[src/rtl/div_unit.sv]
// Multi-cycle restoring divider for MIPS DIV/DIVU in the EX stage.
// Produces a stall request while busy and a one-cycle done pulse with HI/LO results.
module div_unit #(
  parameter int WIDTH = 32,
  parameter int CNT_W = 5
) (
  input  logic             clk,
  input  logic             rst,
  input  logic             start,
  input  logic             is_signed,
  input  logic [WIDTH-1:0] dividend,
  input  logic [WIDTH-1:0] divisor,
  input  logic             cancel,
  output logic             stall_req,
  output logic             done,
  output logic             div_by_zero,
  output logic [WIDTH-1:0] hi,
  output logic [WIDTH-1:0] lo
);

  localparam logic [1:0] S_IDLE = 2'd0;
  localparam logic [1:0] S_CALC = 2'd1;
  localparam logic [1:0] S_DONE = 2'd2;

  logic [1:0]       state_q, state_d;
  logic [CNT_W-1:0] cnt_q, cnt_d;
  logic [WIDTH:0]   rem_q, rem_d;
  logic [WIDTH-1:0] dvd_q, dvd_d;
  logic [WIDTH-1:0] dvs_q, dvs_d;
  logic             negq_q, negq_d;
  logic             negr_q, negr_d;
  logic             done_q, done_d;
  logic             dbz_q, dbz_d;
  logic [WIDTH-1:0] hi_q, hi_d;
  logic [WIDTH-1:0] lo_q, lo_d;

  logic [WIDTH:0]   rem_sh, diff;
  logic             q_bit;
  logic [WIDTH-1:0] quot, rem_fin;

  // dvd_q doubles as the quotient register: dividend bits leave at the MSB
  // while quotient bits enter at the LSB.
  always_comb begin
    rem_sh  = {rem_q[WIDTH-1:0], dvd_q[WIDTH-1]};
    diff    = rem_sh - {1'b0, dvs_q};
    q_bit   = ~diff[WIDTH];
    quot    = {dvd_q[WIDTH-2:0], q_bit};
    rem_fin = q_bit ? diff[WIDTH-1:0] : rem_sh[WIDTH-1:0];
  end

  always_comb begin
    state_d = state_q;
    cnt_d   = cnt_q;
    rem_d   = rem_q;
    dvd_d   = dvd_q;
    dvs_d   = dvs_q;
    negq_d  = negq_q;
    negr_d  = negr_q;
    done_d  = 1'b0;
    dbz_d   = dbz_q;
    hi_d    = hi_q;
    lo_d    = lo_q;
    if (cancel) begin
      state_d = S_IDLE;
    end else begin
      case (state_q)
        S_IDLE: begin
          if (start) begin
            if (divisor == '0) begin
              state_d = S_DONE;
              done_d  = 1'b1;
              lo_d    = '1;
              hi_d    = dividend;
              dbz_d   = 1'b1;
            end else begin
              state_d = S_CALC;
              dvd_d   = (is_signed && dividend[WIDTH-1]) ? -dividend : dividend;
              dvs_d   = (is_signed && divisor[WIDTH-1]) ? -divisor : divisor;
              negq_d  = is_signed & (dividend[WIDTH-1] ^ divisor[WIDTH-1]);
              negr_d  = is_signed & dividend[WIDTH-1];
              cnt_d   = '0;
              rem_d   = '0;
            end
          end
        end
        S_CALC: begin
          rem_d = {1'b0, rem_fin};
          dvd_d = quot;
          cnt_d = cnt_q + 1'b1;
          if (cnt_q == CNT_W'(WIDTH - 1)) begin
            state_d = S_DONE;
            done_d  = 1'b1;
            lo_d    = negq_q ? -quot : quot;
            hi_d    = negr_q ? -rem_fin : rem_fin;
            dbz_d   = 1'b0;
          end
        end
        S_DONE:  state_d = S_IDLE;
        default: state_d = S_IDLE;
      endcase
    end
  end

  always_ff @(posedge clk or negedge rst) begin
    if (!rst) begin
      state_q <= S_IDLE;
      cnt_q   <= '0;
      rem_q   <= '0;
      dvd_q   <= '0;
      dvs_q   <= '0;
      negq_q  <= 1'b0;
      negr_q  <= 1'b0;
      done_q  <= 1'b0;
      dbz_q   <= 1'b0;
      hi_q    <= '0;
      lo_q    <= '0;
    end else begin
      state_q <= state_d;
      cnt_q   <= cnt_d;
      rem_q   <= rem_d;
      dvd_q   <= dvd_d;
      dvs_q   <= dvs_d;
      negq_q  <= negq_d;
      negr_q  <= negr_d;
      done_q  <= done_d;
      dbz_q   <= dbz_d;
      hi_q    <= hi_d;
      lo_q    <= lo_d;
    end
  end

  assign stall_req   = ~cancel & (((state_q == S_IDLE) & start) | (state_q == S_CALC));
  assign done        = done_q;
  assign div_by_zero = dbz_q;
  assign hi          = hi_q;
  assign lo          = lo_q;

endmodule

[config.mk]
export PLATFORM = sky130hd
export DESIGN_NAME = div_unit
export DESIGN_NICKNAME = d
export VERILOG_FILES = /design/src/rtl/div_unit.sv
export SDC_FILE = /design/constraint.sdc
export NUM_CORES = 1
export LEC_CHECK = 0
export CORE_AREA = 2 2 146 148
export CTS_CLUSTER_SIZE = 25
export DETAILED_ROUTE_END_ITERATION = 8
export DIE_AREA = 0 0 148 150
export DONT_BUFFER_PORTS = 1
export MAX_ROUTING_LAYER = met4
export PLACE_DENSITY_LB_ADDON = 0.08
export SLEW_MARGIN = 20
export SYNTH_ARGS = -nofsm -noshare
export SYNTH_HDL_FRONTEND = slang
export SYNTH_SLANG_ARGS = --single-unit
[constraint.sdc]
create_clock -name clk -period 6.8 [get_ports clk]
set_input_delay 2.04 -clock clk [delete_from_list [all_inputs] [get_ports clk]]
set_output_delay 2.04 -clock clk [all_outputs]
set_load 0.05 [all_outputs]
== Yosys cells after proc, flatten, opt, wreduce, memory -nomap -nowiden ==
Cells that the tools add are included.
Widths: inputs -> output; s select.

* Reduce and logical (&&, ||, !) cells: 9
* $add $sub $neg: 6
* Bitwise logic cells: 9
* Multiplexer cells: 36
* Eq/ne operators: 8

{| class="wikitable"
|+ Operators by type and width
! operator !! number
|-
| $mux 32 || 15
|-
| $pmux 32 s2 || 4
|-
| $neg 32->32 || 4
|-
| $sub 33x32->33 || 1
|-
| $logic_not 32->1 || 1
|-
| $mux 5 || 2
|-
| $pmux 5 s2 || 1
|-
| $mux 2 || 4
|-
| $ne 2x2->1 const B || 4
|-
| $reduce_and 4->1 || 2
|-
| $mux 1 || 7
|-
| $ne 3x3->1 const B || 2
|-
| $add 5x1->5 const B || 1
|-
| $eq 5x5->1 const B || 1
|-
| $reduce_and 5->1 || 1
|-
| $and 1x1->1 || 4
|-
| $pmux 1 s2 || 2
|-
| $pmux 2 s2 || 1
|-
| $not 1->1 || 3
|-
| $eq 2x1->1 const B || 1
|-
| $logic_and 1x1->1 || 2
|-
| $logic_not 2->1 || 1
|-
| $reduce_and 2->1 || 1
|-
| $reduce_bool 2->1 || 1
|-
| other kinds (2) || 2
|}

* Register bits after elaboration: 171
* Word-level logic and storage cells: 79
* Output and inout bits: 67
* Input port bits: 69

== Longest topological paths before layout ==
Gate-level depths: netlist of run 1.

* Word-level depth: 6
* Depth in mapped cells: 23
* Gate-level depth less buffers: 20

== Worst setup path before layout of run 1 ==
OpenSTA, ideal clock, no wires.

* Kind: input to output
* Start: input start
* End: output stall_req
* Cell stages on the path: 2
* Arrival time: 3.214 ns
* Path slack: 1.546 ns
* Buffers on the path: 0
* Data required time: 4.760 ns
* Path through: nor2_1 -> nor3_1

* Cells in the longest elaborated chain, start to end: 3

{| class="wikitable"
|+ Ends and longest elaborated chain
! what !! line !! text
|-
| from (decl) || 9 || <nowiki>input logic start,</nowiki>
|-
| $and 1x1->1 || 132 || <nowiki>assign stall_req = ~cancel & (((state_q == S_IDLE) & start) | (state_q == S_CALC));</nowiki>
|-
| $or 1x1->1 || 132 ||
|-
| $and 1x1->1 || 132 ||
|-
| to (decl) || 14 || <nowiki>output logic stall_req,</nowiki>
|}

No other way between the ends.

== Worst setup path in the final report of run 1 ==
* Start: register dvd_q[31]
* End: register lo_q[28], in the netlist lo[28]

* Cells in the longest elaborated chain, start to end: 6

{| class="wikitable"
|+ Ends and longest elaborated chain
! what !! line !! text
|-
| from (decl) || 28 || <nowiki>logic [WIDTH-1:0] dvd_q, dvd_d;</nowiki>
|-
| from (signal assigned) || 121 || <nowiki>dvd_q <= dvd_d;</nowiki>
|-
| $sub 33x32->33 || 45 || <nowiki>diff = rem_sh - {1'b0, dvs_q};</nowiki>
|-
| $not 1->1 || 46 || <nowiki>q_bit = ~diff[WIDTH];</nowiki>
|-
| $neg 32->32 || 93 || <nowiki>lo_d = negq_q ? -quot : quot;</nowiki>
|-
| $mux 32 || 93 ||
|-
| $mux 32 || 90 || <nowiki>if (cnt_q == CNT_W'(WIDTH - 1)) begin</nowiki>
|-
| $pmux 32 s2 || 66 || <nowiki>case (state_q)</nowiki>
|-
| to (signal assigned) || 128 || <nowiki>lo_q <= lo_d;</nowiki>
|-
| to (decl) || 35 || <nowiki>logic [WIDTH-1:0] lo_q, lo_d;</nowiki>
|}

No other way between the ends. The select of a mux whose other input is x is not followed.
A chain may end at the register's enable or synchronous reset.

==> results of run 1 <==
-- stage by stage --
stage / cell area [um2] / hold slack [ns]
3_3_place_gp: 12200 / 0.465
5_1_grt: 12900 / 0.529
6_report: 12900 / 0.492
4_1_cts: 12900 / 0.501
3_5_place_dp: 12200 / 0.485
2_1_floorplan: 12200 / 0.450
-- path summary, 6_finish.rpt --
kind	startpoint	to	slack, ns	cells after the start
min reg2reg	dvs_q[31]	dvs_q[31]	0.49	2
min	dvs_q[31]	dvs_q[31]	0.49	2
max	dvd_q[31]	lo[28]	1.61	20
max in group asynchronous	rst	dvs_q[25]	5.14	0
min in group asynchronous	rst	lo[25]	1.29	0
max reg2reg	dvd_q[31]	lo[28]	1.61	20
-- state kept, by name (all words and copies together) (netlist names) --
| register | flops |
|---|---|
| lo | 32 |
| rem_q | 32 |
| state_q | 2 |
| cnt_q | 5 |
| negq_q | 1 |
| negr_q | 1 |
| hi | 32 |
| done | 1 |
| dvd_q | 32 |
| div_by_zero | 1 |
| dvs_q | 32 |
-- cells in the final DEF, fill, tap and decap left out, types with 5 or more instances in the layout --
master	n
sky130_fd_sc_hd__a21o_1	16
sky130_fd_sc_hd__a21oi_1	168
sky130_fd_sc_hd__a31oi_1	39
sky130_fd_sc_hd__and2_1	9
sky130_fd_sc_hd__and3_1	11
sky130_fd_sc_hd__buf_4	11
sky130_fd_sc_hd__clkbuf_16	17
sky130_fd_sc_hd__dfrtp_1	171
sky130_fd_sc_hd__ha_1	38
sky130_fd_sc_hd__inv_1	60
sky130_fd_sc_hd__mux2i_1	28
sky130_fd_sc_hd__nand2_1	182
sky130_fd_sc_hd__nand2b_1	17
sky130_fd_sc_hd__nand3_1	17
sky130_fd_sc_hd__nand4_1	10
sky130_fd_sc_hd__nor2_1	174
sky130_fd_sc_hd__nor2b_1	6
sky130_fd_sc_hd__nor3_1	31
sky130_fd_sc_hd__nor4_1	16
sky130_fd_sc_hd__o211ai_1	9
sky130_fd_sc_hd__o21a_1	5
sky130_fd_sc_hd__o21ai_0	140
sky130_fd_sc_hd__o21ai_1	6
sky130_fd_sc_hd__o22a_1	10
sky130_fd_sc_hd__o22ai_1	5
sky130_fd_sc_hd__o31a_1	5
sky130_fd_sc_hd__o31ai_1	19
sky130_fd_sc_hd__o41ai_1	6
sky130_fd_sc_hd__or3_1	19
sky130_fd_sc_hd__or4_1	8
sky130_fd_sc_hd__xnor2_1	64
sky130_fd_sc_hd__xor2_1	63
-- power groups by stage --
stage | Sequential, uW | Combinational (uW) | Clock (uW)
2_1_floorplan | 1250 | 545 | 0
3_3_place_gp | 1280 | 650 | 0
3_5_place_dp | 1280 | 664 | 0
4_1_cts | 1260 | 667 | 1030
5_1_grt | 1280 | 754 | 1070
6_report | 1270 | 670 | 1020
-- tightest hold or removal path, stage by stage (launching register included) --
cell                      delay (ns)
sky130_fd_sc_hd__dfrtp_1        0.35
sky130_fd_sc_hd__nand2_1        0.05
sky130_fd_sc_hd__o21ai_0        0.06
-- routing by layer --
| layer | wire length, um | vias up | track usage (%) |
|---|---|---|---|
| li1 | - | 5266 | - |
| met1 | 13900 | 4930 | 38.3 |
| met2 | 15000 | 330 | 48.4 |
| met3 | 2290 | 43 | 5.46 |
| met4 | 807 | 0 | 10.2 |
| met5 | 0 | - | - |
-- cells in the mapped netlist (all sizes together), types with 29 or more instances --
master,instances
ha,38
a21oi,171
nor2,174
inv,62
a31oi,40
buf,29
clkbuf,61
dfrtp,171
xor2,63
nor3,32
xnor2,65
o21ai,146
nand2,182
-- cells by family after synthesis --
group | after synthesis | synth area share, %
AO/OA/AOI/OAI | 474 | 23.3
buffers and inverters | 152 | 4.97
XOR/XNOR | 128 | 9.29
AND/OR/NAND/NOR | 530 | 20.4
flip-flops | 171 | 35.2
adder cells (fa/ha/maj) | 39 | 4.08
multiplexers | 32 | 2.68
-- cell type report --
class,count,area share [%]
multi-input cells,1203,56.8
repair buffers,12,0.729
clock inverters,14,1.39
inverters,62,1.83
flip-flops and latches,171,33.3
well taps,275,2.67
clock buffers,18,3.34
==> reports/summary.md, run 1 <==
Timing analysis after detailed placement gives a worst setup slack of 1.26 ns. Post-CTS repair changed the size of 0 cells. For this block, the routed nets add up to 32.1 mm of wire. Counting both buffers and inverters, the worst setup path holds a total of 3.

The total routing resource utilization after global routing is 30.0%, and the warning count from the yosys run is 0. Cells with a size suffix above 1 make up 5.14% of the layout. The logs give 17 for the number of buffers created by CTS and 24.0 mm for the detailed placer's ending HPWL. The cell type group with the largest total delay on the critical path is simple AND/OR/NAND/NOR gates. IR analysis of the VDD net gives a maximum drop of 162 uV.

The cell-internal power came out at 1930 uW. The tools report the number of antenna violations at the first check in global routing as 0. Hold repair after CTS inserted 0 buffers. Leaving out filler cells and counting taps, the final layout contains 1,755. The combined flip-flop and latch cell area was 4280 um2; the first-iteration detailed-routing DRC count was 719.

TritonCTS built the clock tree. Deepest clock path buffer count: 2. The design draws 2950 uW. Among all stages on the critical path, the largest delay is contributed by sky130_fd_sc_hd__or4_1. After detailed routing, the number of vias per cell comes to 6.02. The repair_antennas step left the layout with diodes totalling 0. The routability congestion estimate from global placement is 0.900. In this run switching power makes up 34.6% of total power.

In this run the clock root is driven by a sky130_fd_sc_hd__clkbuf_16. The analysis attributes to cell leakage a power of 0.00548 uW. The combinational power share is 22.7%, and the power density relative to cell area is 229 nW/um2.

The critical path class is register to register. The residual antenna-violating net count after detailed routing was 0. Setup repair after global routing left no endpoint under its margin.

After synthesis the cells add up to 12,200 um2. The run finished with clean final reports. The via count of the first global-routing pass was 9,851.

For the worst setup path, the data required time is 7.08 ns. The min-delay analysis places its worst path in the category register to register. The area of the multi-input gates is 7310 um2, and the post-CTS setup buffer count is 0.

Of the available clock period, the critical path in the final layout requires 76.3%. For the count of pins over their slew limit, the log shows 0. The peak per-stage delay on the critical path is 0.61 ns. When the netlist entered floorplanning its net count stood at 1,634.

After technology mapping, the gate count stands at 1,526. Count of placed standard cells including taps: 1,722. The core region is 20,700 um2.

Horizontal die dimension: 148 um. Max-cap violations in this run came to 0. The portion of total power attributed to the clock network is 34.4%. Count of flip-flops with a built-in enable after synthesis: 0. The data arrival time of the critical path was 5.46 ns; the final net count was 1,575. Among the stages of the critical path, the cell type that occurs most often is sky130_fd_sc_hd__nand2b_1. The layout-stage area growth over the synthesis result is 5.89%, and the async set-reset flop share out of synthesis is 100%. The largest total area in the synthesized netlist belongs to sky130_fd_sc_hd__dfrtp_1. The layout has 1,918 filler cells. The clock net in this run drives a total of 171 sinks.

The signal on the critical path passes through inv_1 > ha_1 > inv_1 > fa_1 > nand3_1 > a21oi_1 > o21ai_1 > a21oi_2 > a31oi_4 > xnor2_4 > inv_4 > ha_1 > nand2b_1 > nand2b_1 > nand2b_1 > or4_1 > or4_1 > o31ai_1 > xor2_1 > a31oi_1. The initial core utilization came out at 58.7%. The area of the die is 22,200 um2. On the final layout, the worst clock skew is 0.0116 ns. The logs give 0 for the total grt overflow and 0 for the hold violation total from the final report. The first TritonRoute pass finished after 5 iterations. Headroom to the max-slew limit came out at 29.1%. The first global-routing pass estimated 51.4 mm of wire.

Of the post-synthesis cell area, the dominant cell type holds 35.2%. The later pin in the worst-skew pair is clocked with a latency of 0.44 ns. For this design the total switching power over the nets is 1020 uW.

Setup violations remaining at the end of the flow were counted as 0. The fraction of power consumed by sequential logic is 42.9%, and the sequential element share of the synthesized area is 35.2%. The total number of vias is 10,600. The clock period minus worst slack works out to 5.19 ns.

Averaged over all synthesized cells, the footprint is 7.96 um2. STA classifies the critical path startpoint as a register. Sorting the synthesized cells by area gives the leading types as sky130_fd_sc_hd__dfrtp_1 35%, sky130_fd_sc_hd__a21oi_1 6.9%, sky130_fd_sc_hd__o21ai_0 5.8%.

The clock tree synthesis step divided the H-tree into 4 levels. The main flop type after synthesis is sky130_fd_sc_hd__dfrtp_1. Dividing the detail-routed wire length by the instance count gives 18.3 um.

Counting flops and latches in the post-synthesis netlist gives 171. For this design the top-level I/O count stands at 136. The clock edge transition at the registers on the reported setup and hold paths came out at 0.07 ns.

Final cell utilization of the core: 62.2%. The tools report the number of design rule violations left after detail routing as 0. The logs give 172 for the maximum number of pins on one net before global-route repair and 1.61 ns for the minimum setup slack in the final design. Buffers placed on the I/O ports in this run total 0. At the pin with the least slew margin, the transition time is 1.06 ns. Kind of capture point of the worst setup path: a register.

Of all nets on the critical path, the largest fanout is 22. The logs give 72 for the number of distinct library cells after synthesis and 0 ns for the setup TNS. The die extent in y was 150 um. For the number of standard-cell rows in the floorplan, the log shows 53. Static timing analysis puts the maximum clock frequency at 0.193 GHz.
(Power assumes the default switching activity.)
==> run 2: changes to the inputs <==
==> constraint.sdc (replaced) <==
create_clock -name clk -period 5.37 [get_ports clk]
set_input_delay 1.611 -clock clk [delete_from_list [all_inputs] [get_ports clk]]
set_output_delay 1.611 -clock clk [all_outputs]
set_load 0.05 [all_outputs]
==> reports/summary.md, run 2 (same netlist as run 1, synthesis figures left out) <==
Kind of capture point of the worst setup path: a register. Filler cell count in the final layout: 1,888. Once the floorplan was initialized, standard cells occupied 58.7% of the core. The HPWL after detailed placement is 24.3 mm. Registers take 4280 um2.

Port buffering added 0 buffers. The core region is 20,700 um2. The run gives 177 uV as the largest voltage drop on the vdd net. The library cells used most frequently in the layout, excluding fill and tap cells, are 182 x sky130_fd_sc_hd__nand2_1, 174 x sky130_fd_sc_hd__nor2_1, 171 x sky130_fd_sc_hd__dfrtp_1. Max-cap violations in this run came to 0. Walking the worst path, the cells encountered are inv_1 > ha_1 > inv_1 > fa_1 > nand3_1 > a21oi_1 > o21ai_1 > a21oi_2 > a31oi_4 > xnor2_4 > inv_4 > ha_1 > nand2b_1 > nand2b_1 > nand2b_1 > or4_1 > or4_1 > o31ai_1 > xor2_1 > a31oi_1. The logs give 51.8 mm for the global-route wire length before repair and 0.917 for the routability congestion estimate from global placement. The multi-input combinational cells in the finished layout cover a total of 7310 um2. The number of inserted diodes was 0. Leaving out fill and tap cells, the most frequent cell in the layout is sky130_fd_sc_hd__nand2_1. Once routing completed, OpenROAD measured the worst setup slack at 0.641 ns. The total grt overflow was 0.

The clock period minus worst slack came out at 4.73 ns. The data arrival time of the critical path came out at 5.01 ns. The routed wirelength normalized by instance count works out to 18.3 um.

The pre-CTS setup slack is 0.612 ns, and the number of standard-cell rows in the floorplan is 53. TritonCTS built the clock tree. Cell with the most instances on the worst path: sky130_fd_sc_hd__nand2b_1. The first-iteration detailed-routing DRC count was 788. Worst slew slack as a fraction of its limit: 35.8%. The logs give 0 for the hold violation total from the final report and 5 for the number of detailed-routing iterations run before antenna repair. The clock edge transition at the registers on the reported setup and hold paths was 0.07 ns. After routing the design area is 12,900 um2. The library cell contributing the largest single delay on the critical path is sky130_fd_sc_hd__or4_1. For the worst-skew pair, the clock arrives at the later sink with an insertion delay of 0.44 ns. The clock passes through at most 2 buffers. Clock skew on the completed layout was measured at 0.0132 ns.

For the required time at the endpoint of the critical path, the log shows 5.66 ns. The share of the clock period used by the worst path after layout works out to 88.1%. Total power for the finished layout comes to 3690 uW.

The sink count of the clock tree was 171. The run finished with clean final reports. Setup total negative slack on the finished layout was measured at 0 ns. Cells with a size suffix above 1 make up 5.39% of the layout.

For the maximum number of pins on one net before global-route repair, the log shows 172. CTS placed an instance of sky130_fd_sc_hd__clkbuf_16 at the clock tree root. The number of top-level pins is 136. After detailed routing, the number of vias per cell comes to 6.10. The tools report the number of buffers created by CTS as 17. Buffers added to address setup during post-CTS repair amount to 0. Setup repair after global routing left no endpoint under its margin.

The residual antenna-violating net count after detailed routing is 0, and the die extent in y is 150 um. Transition time of the tightest slew-check pin: 0.963 ns. Summed over all cells, the static leakage comes to 0.00551 uW.

The total routed wirelength is 32.1 mm. For the number of levels the H-tree was split into, the log shows 4. On the worst path, the slowest cell contributes a delay of 0.59 ns.

The number of cells upsized or downsized after cts came out at 0. The count of placed standard cells including taps came out at 1,725. The largest fanout on the critical path was 5; the layout-stage area growth over the synthesis result was 6.22%. The final net count is 1,578.

For this design the ratio of total power to cell area is 286 nW/um2. Setup violations remaining at the end of the flow were counted as 0. Derived from the worst setup path, the maximum achievable clock frequency is 0.211 GHz. The area of the die is 22,200 um2. The total number of vias was 10,700; the hold buffer count at CTS was 0. The count of pins over their slew limit came out at 0. In this run the horizontal extent of the chip is 148 um.

For this run, the total global-route usage over all layers was measured as 30.2%. Critical path class: register to register. Classification of the worst-slack hold path: register to register.

The tools report the number of antenna violations at the first check in global routing as 0. The worst setup path is launched from a register. The final cell count without fillers came out at 1,758. The via count of the first global-routing pass is 9,887, and the number of design rule violations left after detail routing is 0. Post-placement cell area: 12,300 um2.
-- run 2: changes by cell type in the layout (fill, tap and decap cells not counted) --
| cell | before | now |
|---|---|---|
| sky130_fd_sc_hd__buf_12 | 0 | 2 |
| sky130_fd_sc_hd__buf_4 | 11 | 12 |
| sky130_fd_sc_hd__bufinv_16 | 2 | 0 |
| sky130_fd_sc_hd__clkbuf_1 | 1 | 0 |
| sky130_fd_sc_hd__clkinv_2 | 0 | 1 |
| sky130_fd_sc_hd__clkinv_4 | 1 | 2 |
| sky130_fd_sc_hd__clkinv_8 | 1 | 5 |
| sky130_fd_sc_hd__clkinvlp_4 | 3 | 0 |
-- run 2: worst paths after layout --
check	startpoint	slack, ns	to	depth (start not counted)
max in group asynchronous	rst	4.20	dvs_q[15]	0
hold reg to reg	dvs_q[1]	0.48	dvs_q[1]	2
setup reg to reg	dvd_q[31]	0.64	lo[28]	20
setup / recovery	dvd_q[31]	0.64	lo[28]	20
hold / removal	dvs_q[1]	0.48	dvs_q[1]	2
min in group asynchronous	rst	0.86	lo[24]	0
-- run 2: power breakdown --
group	leakage, uW	switching [uW]	internal, uW
Sequential	0.00212	203	1400
Combinational	0.00310	506	336
Clock	0.000294	611	629
Total	0.00551	1320	2370
-- run 2: per-layer routing --
| layer | up-vias | global-route usage, % | share of wire, % |
|---|---|---|---|
| met1 | 5033 | 39.7 | 43 |
| met5 | - | - | 0 |
| met4 | 0 | 9.67 | 2.5 |
| met2 | 353 | 47.8 | 47 |
| met3 | 46 | 5.37 | 7.8 |
| li1 | 5300 | - | - |
-- run 2: cell type report --
cell class,instances,area share [%]
Multi-Input combinational cell,1203,56.6
Inverter,62,1.82
Timing Repair Buffer,15,1.10
Clock buffer,17,3.30
Clock inverter,15,1.36
Sequential cell,171,33.2
Tap cell,275,2.67
-- run 2: per-stage QoR --
| stage | util, % | hold slack [ns] |
|---|---|---|
| floorplan | - | 0.450 |
| global placement | 59.4 | 0.464 |
| detailed placement | 59.4 | 0.477 |
| CTS | 62.3 | 0.493 |
| global route | 62.4 | 0.515 |
| finish | 62.4 | 0.484 |
-- run 2: critical path, delay by kind of cell (launching register included) --
family,cells,cell delay (ns)
DFF,1,0.41
xor gates and xnor gates,2,0.28
and+or+nand+nor,6,1.78
adders and majority gates,3,0.75
AOI/OAI and AO/OA,6,1.13
buffers and inverters,3,0.22
